File: src/rtl/level_sequencer_if.sv
// level_sequencer_if: sequencer<->level bus; master drives lv_rst/lv_jump/lv_sel, levels drive lv_cp/lv_death/lv_color
interface level_sequencer_if #(parameter int NUM_LV = 3, parameter int cA = 4);
  localparam int LSW = NUM_LV > 1 ? $clog2(NUM_LV) : 1;
  logic [NUM_LV-1:0] lv_cp;
  logic [NUM_LV-1:0] lv_death;
  logic [NUM_LV*3*cA-1:0] lv_color;
  logic [NUM_LV-1:0] lv_rst;
  logic lv_jump;
  logic [LSW-1:0] lv_sel;
  modport master(input lv_cp, lv_death, lv_color, output lv_rst, lv_jump, lv_sel);
  modport slave(output lv_cp, lv_death, lv_color, input lv_rst, lv_jump, lv_sel);
endinterface

File: src/rtl/level_sequencer.sv
// level_sequencer: game FSM over NUM_LV levels; in clk/rst/imgReturn/jump/restart, level bus lv, out color/attempts/state_o
module level_sequencer #(
  parameter int cA = 4,
  parameter int NUM_LV = 3,
  parameter int DEATH_FRAMES = 30,
  parameter int DONE_FRAMES = 60,
  parameter int ATT_W = 8
) (
  input  logic clk,
  input  logic rst,
  input  logic imgReturn,
  input  logic jump,
  input  logic restart,
  level_sequencer_if.master lv,
  output logic [cA-1:0] color [2:0],
  output logic [ATT_W-1:0] attempts,
  output logic [2:0] state_o
);
  localparam int LSW = NUM_LV > 1 ? $clog2(NUM_LV) : 1;
  localparam int FMAX = DEATH_FRAMES > DONE_FRAMES ? DEATH_FRAMES : DONE_FRAMES;
  localparam int FCW = $clog2(FMAX + 1) < 3 ? 3 : $clog2(FMAX + 1);
  typedef enum logic [2:0] {IDLE, LOAD, PLAY, DEAD, DONE, WIN} state_t;
  state_t st, st_n;
  logic [LSW-1:0] sel, sel_n;
  logic [ATT_W-1:0] att_n, att_inc;
  logic [FCW-1:0] fc, fc_n;
  logic [3*cA-1:0] slice, rgb_n;
  logic [NUM_LV-1:0] lvr_n;
  logic jmp_n;
  assign att_inc = &attempts ? attempts : attempts + ATT_W'(1);
  always_ff @(posedge clk) begin
    if (rst) begin
      st <= IDLE;
      sel <= '0;
      attempts <= '0;
      fc <= '0;
      lv.lv_rst <= '1;
      lv.lv_jump <= 1'b0;
      color <= '{default: '0};
    end else begin
      st <= st_n;
      sel <= sel_n;
      attempts <= att_n;
      fc <= fc_n;
      lv.lv_rst <= lvr_n;
      lv.lv_jump <= jmp_n;
      color[2] <= rgb_n[3*cA-1 -: cA];
      color[1] <= rgb_n[2*cA-1 -: cA];
      color[0] <= rgb_n[cA-1:0];
    end
  end
  always_comb begin
    st_n = st;
    sel_n = sel;
    att_n = attempts;
    case (st)
      IDLE: if (jump) begin
        st_n = LOAD;
        sel_n = '0;
        att_n = ATT_W'(1);
      end
      LOAD: if (imgReturn) st_n = PLAY;
      PLAY: if (restart) begin
        st_n = LOAD;
        att_n = att_inc;
      end else if (lv.lv_death[sel]) st_n = DEAD;
      else if (lv.lv_cp[sel]) st_n = DONE;
      DEAD: if (restart || (imgReturn && fc == FCW'(DEATH_FRAMES - 1))) begin
        st_n = LOAD;
        att_n = att_inc;
      end
      DONE: if (restart) begin
        st_n = LOAD;
        att_n = att_inc;
      end else if (imgReturn && fc == FCW'(DONE_FRAMES - 1)) begin
        st_n = sel == LSW'(NUM_LV - 1) ? WIN : LOAD;
        sel_n = sel == LSW'(NUM_LV - 1) ? sel : sel + LSW'(1);
      end
      WIN: if (jump || restart) begin
        st_n = IDLE;
        sel_n = '0;
      end
      default: st_n = IDLE;
    endcase
    fc_n = st_n != st ? '0 : (imgReturn && (st == DEAD || st == DONE)) ? fc + FCW'(1) : fc;
  end
  // outputs are registered from next-state values so they line up with state_o
  always_comb begin
    slice = lv.lv_color[int'(sel_n)*3*cA +: 3*cA];
    rgb_n = st_n == WIN ? '1 :
            (st_n == DEAD && fc_n[2]) ? {{cA{1'b1}}, {2*cA{1'b0}}} :
            (st_n == PLAY || st_n == DEAD || st_n == DONE) ? slice : '0;
    lvr_n = st_n == PLAY ? ~(NUM_LV'(1) << sel_n) : '1;
    jmp_n = jump && st == PLAY;
  end
  assign lv.lv_sel = sel;
  assign state_o = st;
endmodule

File: src/flat_wrapper.sv
// flat-port wrapper written by rule: the top's interface ports become plain ports
module level_sequencer_flat 
#(
  parameter int cA = 4,
  parameter int NUM_LV = 3,
  parameter int DEATH_FRAMES = 30,
  parameter int DONE_FRAMES = 60,
  parameter int ATT_W = 8
)
  (clk, rst, imgReturn, jump, restart, color, attempts, state_o, lv_lv_cp, lv_lv_death, lv_lv_color, lv_lv_rst, lv_lv_jump, lv_lv_sel);
  level_sequencer_if #(.NUM_LV(NUM_LV), .cA(cA)) lv_i ();
  input  logic clk;
  input  logic rst;
  input  logic imgReturn;
  input  logic jump;
  input  logic restart;
  output logic [cA-1:0] color[2:0];
  output logic [ATT_W-1:0] attempts;
  output logic [2:0] state_o;
  input wire logic [$bits(lv_i.lv_cp)-1:0] lv_lv_cp;
  input wire logic [$bits(lv_i.lv_death)-1:0] lv_lv_death;
  input wire logic [$bits(lv_i.lv_color)-1:0] lv_lv_color;
  output wire logic [$bits(lv_i.lv_rst)-1:0] lv_lv_rst;
  output wire logic [$bits(lv_i.lv_jump)-1:0] lv_lv_jump;
  output wire logic [$bits(lv_i.lv_sel)-1:0] lv_lv_sel;
  assign lv_i.lv_cp = lv_lv_cp;
  assign lv_i.lv_death = lv_lv_death;
  assign lv_i.lv_color = lv_lv_color;
  assign lv_lv_rst = lv_i.lv_rst;
  assign lv_lv_jump = lv_i.lv_jump;
  assign lv_lv_sel = lv_i.lv_sel;
  level_sequencer #(.cA(cA), .NUM_LV(NUM_LV), .DEATH_FRAMES(DEATH_FRAMES), .DONE_FRAMES(DONE_FRAMES), .ATT_W(ATT_W)) u_core (.clk(clk), .rst(rst), .imgReturn(imgReturn), .jump(jump), .restart(restart), .lv(lv_i), .color(color), .attempts(attempts), .state_o(state_o));
endmodule
File: config.mk
export PLATFORM = sky130hd
export DESIGN_NAME = level_sequencer_flat
export DESIGN_NICKNAME = d
export VERILOG_FILES = /design/src/rtl/level_sequencer_if.sv /design/src/rtl/level_sequencer.sv /design/src/flat_wrapper.sv
export SDC_FILE = /design/constraint.sdc
export NUM_CORES = 1
export LEC_CHECK = 0
export ABC_CLOCK_PERIOD_IN_PS = 2800
export BUFFER_PORTS_ARGS = -buffer_cell sky130_fd_sc_hd__clkbuf_2
export CAP_MARGIN = 40
export CORE_ASPECT_RATIO = 1.1
export CORE_MARGIN = 3
export CORE_UTILIZATION = 45
export DETAILED_ROUTE_END_ITERATION = 6
export GPL_ROUTABILITY_DRIVEN = 0
export PLACE_DENSITY = 0.74
export SYNTH_ARGS = -nofsm -noshare
export SYNTH_HDL_FRONTEND = slang
export SYNTH_SLANG_ARGS = --single-unit
File: constraint.sdc
create_clock -name clk -period 2.8 [get_ports clk]
set_input_delay 0 -clock clk [delete_from_list [all_inputs] [get_ports clk]]
set_output_delay 0 -clock clk [all_outputs]
set_load 0.01 [all_outputs]
==> out/summary.json, run 1 <==
{
  "sta": {
    "max_clk_rate_ghz": 0.4051,
    "finalWorstPathRequiredPeriod_ns": 2.469,
    "tightestPinTransition_ns": 0.7896,
    "timing.max_slew.rel_slack_pct": 46.91,
    "grt_setup_unrepaired": "no",
    "fin_tns_setup_ns": 0,
    "fin_clk_skew_ns": 0.006811,
    "final_number_of_setup_violating_endpoints": 0,
    "setup_slack_ns": 0.3313,
    "finalHoldViolCount": 0,
    "report.final.slew_viol_count": 0,
    "final_clock_period_utilization_by_the_worst_path_pct": 88.17
  },
  "setup_path": {
    "startpoint_class_of_the_critical_path": "flip-flop",
    "worstReg2RegEnd": "u_core.color[5]",
    "critical_path.max_fanout": 14,
    "rr_startpoint": "u_core.state_o[0]",
    "reg2reg_depth": 7,
    "r2r_slack_ns": 0.33,
    "setup.worst_path.end": "u_core.color[5]",
    "timing.critical_path.slowest_cell_delay_ns": 0.60,
    "cell_type_of_the_slowest_stage_on_the_worst_timing_path": "sky130_fd_sc_hd__nor4b_1",
    "worstSetupStartpoint": "u_core.state_o[0]",
    "worstPathCellList": "nor4b_1 -> nand4_1 -> o211ai_2 -> buf_4 -> mux2i_1 -> nor2_1 -> o31a_1",
    "setup.worst_path.end_class": "flip-flop",
    "crit_arrival_ns": 2.65,
    "timing.critical_path.required_ns": 2.99,
    "critPathKind": "flip-flop to flip-flop"
  },
  "cells_and_area": {
    "seq_area_sq_um": 700.7,
    "design.final.nets": 363,
    "final_layout_size_suffix_gt1_share_pct": 32.37,
    "synthesis_to_layout_area_growth_pct": 23.81,
    "multi_input_comb_area_sq_um": 1291,
    "final_core_util_pct": 58.87,
    "final.fill_count": 400,
    "diodes": 0
  },
  "drt": {
    "route.vias.total": 1979,
    "avgViaCountPerCell": 5.407,
    "wire_per_inst_um": 13.78,
    "drt.antenna.violating_nets": 0,
    "drt_drc_violations_left": 0,
    "detailedRoute.firstPassIterationCount": 4,
    "route.final.wire_length_um": 5044,
    "dr.first_iter.drc_count": 74
  },
  "global_route": {
    "grt_use_total_pct": 19.15,
    "vias_in_the_first_global_route": 1937,
    "antenna_found_initial": 0,
    "grt_start_max_net_pins": 16,
    "grt_first_pass_wirelength_um": 8590,
    "globalRoute.totalOverflow": 0
  },
  "logic_synthesis": {
    "synth-warning-count": 0,
    "synthDominantCellAreaShare_pct": 33.41,
    "synth_top_flop_cell": "sky130_fd_sc_hd__dfxtp_1",
    "syn-instance-count": 234,
    "synth_cell_type_count": 59,
    "netlist_top_cells_area": "sky130_fd_sc_hd__dfxtp_1 33%, sky130_fd_sc_hd__mux2i_1 6.7%, sky130_fd_sc_hd__nor2_1 5.2%, sky130_fd_sc_hd__o31a_1 3.3%, sky130_fd_sc_hd__xnor2_1 3.3%",
    "postSynthNetCount": 286,
    "synth_largest_area_cell": "sky130_fd_sc_hd__dfxtp_1",
    "post_synth_instance_area_sq_um": 2097,
    "yosysSeqAreaShare_pct": 33.41,
    "synth-seq-cells": 35,
    "ys_async_sr_fraction_pct": 0,
    "synth-edff-count": 0,
    "synthesis.area_per_instance_sq_um": 8.962
  },
  "power": {
    "p_per_area_nw_per_um2": 393.5,
    "pwr-share-comb_pct": 14.2,
    "p_int_mw": 0.7512,
    "switching_power_mw": 0.2704,
    "static-leakage-power_nw": 1.053,
    "pwr-share-clk_pct": 34.8,
    "sw_share_pct": 26.47,
    "irDropWorstVdd_mv": 0.2353,
    "p_seq_share_pct": 51.0
  },
  "clocking": {
    "post_cts_sizing": 0,
    "ctsRootBufferMaster": "sky130_fd_sc_hd__clkbuf_8",
    "cts_setup_buffers": 0,
    "cts_max_path_buffers": 2,
    "clock_latency_ns": 0.29,
    "clk_transition_reported_paths_ns": 0.07,
    "number_of_hold_repair_buffers_added_at_the_cts_stage": 2,
    "h-tree-depth": 2,
    "cts_tree": "done",
    "cts-buffers-inserted": 5,
    "clock-sinks": 35
  },
  "floorplan": {
    "die_x_extent_um": 71.09,
    "die_height_um": 77.60,
    "core-area_sq_um": 4410,
    "initial_core_util_pct": 47.55,
    "i_o_pins": 76,
    "die_outline_area_sq_um": 5516,
    "std_cell_rows": 25
  },
  "run": {
    "maxCapViolCount": 0
  },
  "place": {
    "input_output_buffers": 75,
    "detailedPlace.worstSlack_ns": 0.3854,
    "detailed_placement_hpwl_um": 3867
  },
  "hold_path": {
    "hold_path_class": "input pin to flip-flop"
  },
  "run_status": {
    "outcome": "completed"
  }
}
==> state kept, by name, indices dropped and copies added (netlist names) <==
signal and flops:
u_core.attempts 8, u_core.lv.lv_rst 3, u_core.state_o 3, u_core.lv.lv_sel 2, u_core.fc 6, u_core.color 12, u_core.lv.lv_jump 1
==> per-stage QoR <==
step / area (sq um) / total power [mW] / hold slack (ns) / instances
2_1_floorplan: 2097 / 0.6161 / 0.1029 / 234
3_3_place_gp: 2495 / 0.6733 / 0.2770 / 356
3_5_place_dp: 2495 / 0.6748 / 0.2820 / 356
4_1_cts: 2596 / 1.034 / 0.004523 / 366
5_1_grt: 2596 / 1.071 / 0.01966 / 366
6_report: 2596 / 1.022 / 0.004333 / 366
==> cells in the final DEF (no fill, tap or decap), types with 5 or more instances in the layout <==
master	instances
sky130_fd_sc_hd__ha_1	5
sky130_fd_sc_hd__mux2i_1	14
sky130_fd_sc_hd__o21ai_0	11
sky130_fd_sc_hd__a21oi_1	7
sky130_fd_sc_hd__dfxtp_1	35
sky130_fd_sc_hd__nand2_1	8
sky130_fd_sc_hd__and2_1	6
sky130_fd_sc_hd__o31a_1	8
sky130_fd_sc_hd__nor2_1	29
sky130_fd_sc_hd__nor3_1	8
sky130_fd_sc_hd__clkbuf_2	75
sky130_fd_sc_hd__inv_1	8
sky130_fd_sc_hd__clkbuf_8	5
sky130_fd_sc_hd__xnor2_1	8
sky130_fd_sc_hd__and2_0	5
sky130_fd_sc_hd__nand4_1	7
==> Yosys cell counts (all sizes together), types with 3 or more instances <==
cell	number
o31a	8
nor2b	4
a211oi	4
nand3	3
buf	11
and2	11
xor2	3
a21oi	9
o31ai	3
ha	5
mux2i	14
nor3	8
or3b	4
dfxtp	35
xnor2	8
nor2	31
inv	8
nand2b	3
a2bb2oi	4
nand2	8
o21a	3
nand4	7
o21ai	12
==> critical path, delay by kind of cell (launching register included) <==
family | cells | cell delay [ns]
buf+inv | 1 | 0.29
compound gates | 2 | 0.55
flops | 1 | 0.46
simple gates | 3 | 0.85
mux | 1 | 0.20
==> kinds of logic after synthesis <==
logic type / after synthesis / share of synthesized area [%]
AOI/OAI and AO/OA: 56 / 20.53
xor gates and xnor gates: 11 / 4.595
adders and majority gates: 5 / 2.983
buffers and inverters: 19 / 5.012
DFF: 35 / 33.41
muxes: 15 / 7.219
and+or+nand+nor: 93 / 26.25
==> worst min path at each step <==
stage                          startpoint                   to  cells after the start
after global routing      lv_lv_color[24]      u_core.color[0]                      3
after CTS                 lv_lv_color[32]      u_core.color[8]                      3
after floorplan                       rst  u_core.lv.lv_rst[2]                      2
final                     lv_lv_color[32]      u_core.color[8]                      3
after global placement    lv_lv_color[33]      u_core.color[9]                      3
after detailed placement  lv_lv_color[33]      u_core.color[9]                      3
==> metal layers <==
layer	wire length (um)	vias up	track usage, %	part of all wire, %
met1	2253	900	22.98	45
met2	2308	67	31.82	46
met5	0	-	0	0
li1	-	1004	-	-
met3	390	8	6.218	7.7
met4	91	0	6.767	1.8
==> area by class of cell <==
type	instances	area share, %
multi-input cells	180	49.74
flip-flops and latches	35	26.99
repair buffers	81	16.39
clock buffers	7	2.940
well taps	54	2.602
inverters	8	1.157
clock inverters	1	0.1928
==> power groups by stage <==
stage	sequential [mW]	clock (mW)	combinational, mW
after CTS	0.521	0.368	0.145
after global routing	0.522	0.387	0.161
after global placement	0.532	0	0.141
final	0.521	0.356	0.145
after detailed placement	0.532	0	0.143
after floorplan	0.530	0	0.0858
Note: power is estimated with default switching activity, not from simulation.
==> inputs of run 2 (changes only) <==
- CORE_MARGIN: 3 -> 10
==> run 2 against run 1 <==
  * Wire length rose by 12%
  * Clock skew fell by 0.00095 ns
  * Register-to-register slack improved by 0.04 ns
  * Combinational power barely moved
  * Critical endpoint unchanged
  * Highest routed layer unchanged
==> out/summary.json, run 2 (same netlist as run 1, synthesis figures left out) <==
{
  "drt": {
    "route.final.wire_length_um": 5629,
    "route.vias.total": 1982,
    "routed_wire_length_on_met2_um": 2646,
    "met1_length_um": 2381,
    "avgViaCountPerCell": 5.445,
    "drt.antenna.violating_nets": 0,
    "met3_wirelength_um": 473,
    "detailedRoute.firstPassIterationCount": 6,
    "dr.first_iter.drc_count": 156,
    "wire_per_inst_um": 15.46,
    "dr.max_layer_used": "met4",
    "drt_drc_violations_left": 0
  },
  "setup_path": {
    "setup.worst_path.end": "u_core.color[5]",
    "cell_type_of_the_slowest_stage_on_the_worst_timing_path": "sky130_fd_sc_hd__dfxtp_1",
    "timing.critical_path.slowest_cell_delay_ns": 0.75,
    "setup.worst_path.end_class": "flip-flop",
    "timing.critical_path.required_ns": 2.98,
    "rr_startpoint": "u_core.state_o[0]",
    "worstSetupStartpoint": "u_core.state_o[0]",
    "critPathKind": "flip-flop to flip-flop",
    "worstReg2RegEnd": "u_core.color[5]",
    "critical_path_cell_count": 6,
    "r2r_slack_ns": 0.37,
    "worstPathCellList": "a211oi_1 -> o211ai_2 -> buf_4 -> mux2i_1 -> nor2_1 -> o31a_1",
    "worstPathBufferInverterCount": 1,
    "crit_arrival_ns": 2.60,
    "critical_path.max_fanout": 19,
    "startpoint_class_of_the_critical_path": "flip-flop",
    "cpLargestDelayFamily": "compound AO/OA/AOI/OAI gates",
    "reg2reg_depth": 6
  },
  "place": {
    "input_output_buffers": 75,
    "detailed_placement_hpwl_um": 4343
  },
  "power": {
    "pwr-share-comb_pct": 14.0,
    "p_seq_share_pct": 51.4,
    "pwr-share-clk_pct": 34.6,
    "report.power.total_mw": 1.018,
    "p_per_area_nw_per_um2": 394.5,
    "irDropWorstVdd_mv": 0.2026,
    "static-leakage-power_nw": 1.043,
    "p_int_mw": 0.7495,
    "sw_share_pct": 26.39,
    "switching_power_mw": 0.2688
  },
  "clocking": {
    "clk_transition_reported_paths_ns": 0.07,
    "clock_latency_ns": 0.29,
    "cts_tree": "done",
    "cts-buffers-inserted": 5,
    "cts_setup_buffers": 0,
    "h-tree-depth": 2,
    "ctsRootBufferMaster": "sky130_fd_sc_hd__clkbuf_8",
    "clock-sinks": 35,
    "cts_max_path_buffers": 2
  },
  "global_route": {
    "globalRoute.totalOverflow": 0,
    "vias_in_the_first_global_route": 2122,
    "grt_use_total_pct": 14.65,
    "grt_start_max_net_pins": 20,
    "antenna_found_initial": 0,
    "grt_first_pass_wirelength_um": 9722
  },
  "floorplan": {
    "initial_core_util_pct": 47.55,
    "std_cell_rows": 25,
    "die_height_um": 91.60,
    "die_outline_area_sq_um": 7793,
    "core-area_sq_um": 4410,
    "die_x_extent_um": 85.09,
    "i_o_pins": 76
  },
  "sta": {
    "fin_tns_setup_ns": 0,
    "grt_setup_unrepaired": "no",
    "finalWorstPathRequiredPeriod_ns": 2.427,
    "final_clock_period_utilization_by_the_worst_path_pct": 86.66,
    "timing.max_slew.rel_slack_pct": 49.72,
    "hold_slack_ns": 0.02009,
    "max_clk_rate_ghz": 0.4121,
    "tightestPinTransition_ns": 0.7478,
    "final_number_of_setup_violating_endpoints": 0,
    "finalHoldViolCount": 0,
    "report.final.slew_viol_count": 0,
    "fin_clk_skew_ns": 0.005857
  },
  "cells_and_area": {
    "design.final.nets": 361,
    "final_layout_size_suffix_gt1_share_pct": 31.94,
    "diodes": 0,
    "number_of_flip_flops_under_the_largest_register_name": 12,
    "final.fill_count": 405,
    "mostFrequentLayoutCell": "sky130_fd_sc_hd__clkbuf_2",
    "top_regs": "u_core.color: 12 flops, u_core.attempts: 8 flops, u_core.fc: 6 flops",
    "layout.cells.most_common_list": "75 x sky130_fd_sc_hd__clkbuf_2, 35 x sky130_fd_sc_hd__dfxtp_1, 29 x sky130_fd_sc_hd__nor2_1, 14 x sky130_fd_sc_hd__mux2i_1, 11 x sky130_fd_sc_hd__o21ai_0",
    "synthesis_to_layout_area_growth_pct": 23.09,
    "register_name_with_the_most_flops": "u_core.color"
  },
  "run_status": {
    "outcome": "completed"
  },
  "hold_path": {
    "hold_path_class": "input pin to flip-flop"
  },
  "run": {
    "maxCapViolCount": 0
  }
}
-- run 2: changes by cell type in the layout (fill, tap and decap cells not counted) --
cell | before | now
sky130_fd_sc_hd__buf_4 | 4 | 2
-- run 2: layer usage --
layer,up-vias,global-route usage (%)
li1,999,-
met1,906,16.01
met2,67,24.06
met3,10,6.613
met4,0,5.769
met5,-,0
-- run 2: metrics by stage --
step	setup WS [ns]	cell area, sq um	instances	utilization (%)
5_1_grt	0.1241	2581	364	58.52
3_3_place_gp	0.4861	2480	354	56.23
3_5_place_dp	0.4148	2480	354	56.23
6_report	0.3735	2581	364	58.52
4_1_cts	0.4042	2581	364	58.52
2_1_floorplan	0.7602	2097	234	-
-- run 2: how the worst min path moves through the flow --
stage	start	slack [ns]	cells past startpoint	endpoint
floorplan	rst	0.10	2	u_core.lv.lv_rst[2]
global placement	lv_lv_color[33]	0.28	3	u_core.color[9]
detailed placement	lv_lv_color[34]	0.29	3	u_core.color[10]
CTS	lv_lv_color[33]	0.009	3	u_core.color[9]
global route	lv_lv_color[33]	0.02	3	u_core.color[9]
finish	lv_lv_color[33]	0.02	3	u_core.color[9]
-- run 2: final cells by class --
cell class                      count  area (sq um)  share of cell area (%)
Multi-Input combinational cell    180          1291                   50.02
Sequential cell                    35         700.7                   27.14
Timing Repair Buffer               79         410.4                   15.90
Clock buffer                        7         76.32                   2.957
Tap cell                           54         67.56                   2.618
Inverter                            8         30.03                   1.163
Clock inverter                      1         5.005                  0.1939
-- run 2: timing repair --
action	4_1_cts	5_1_grt
gates resized for setup	0	0
hold endpoints to repair	2	0
hold buffers	2	0
-- run 2: worst reg2reg max path, stage by stage (launching register included) --
cell,delay (ns)
sky130_fd_sc_hd__dfxtp_1,0.75
sky130_fd_sc_hd__a211oi_1,0.22
sky130_fd_sc_hd__o211ai_2,0.52
sky130_fd_sc_hd__buf_4,0.29
sky130_fd_sc_hd__mux2i_1,0.21
sky130_fd_sc_hd__nor2_1,0.05
sky130_fd_sc_hd__o31a_1,0.28
-- run 2: power by group through the flow --
stage,Sequential [mW],Clock [mW],Combinational (mW)
floorplan,0.530,0,0.0858
global placement,0.534,0,0.138
detailed placement,0.534,0,0.140
CTS,0.523,0.365,0.143
global route,0.526,0.383,0.159
finish,0.524,0.352,0.142
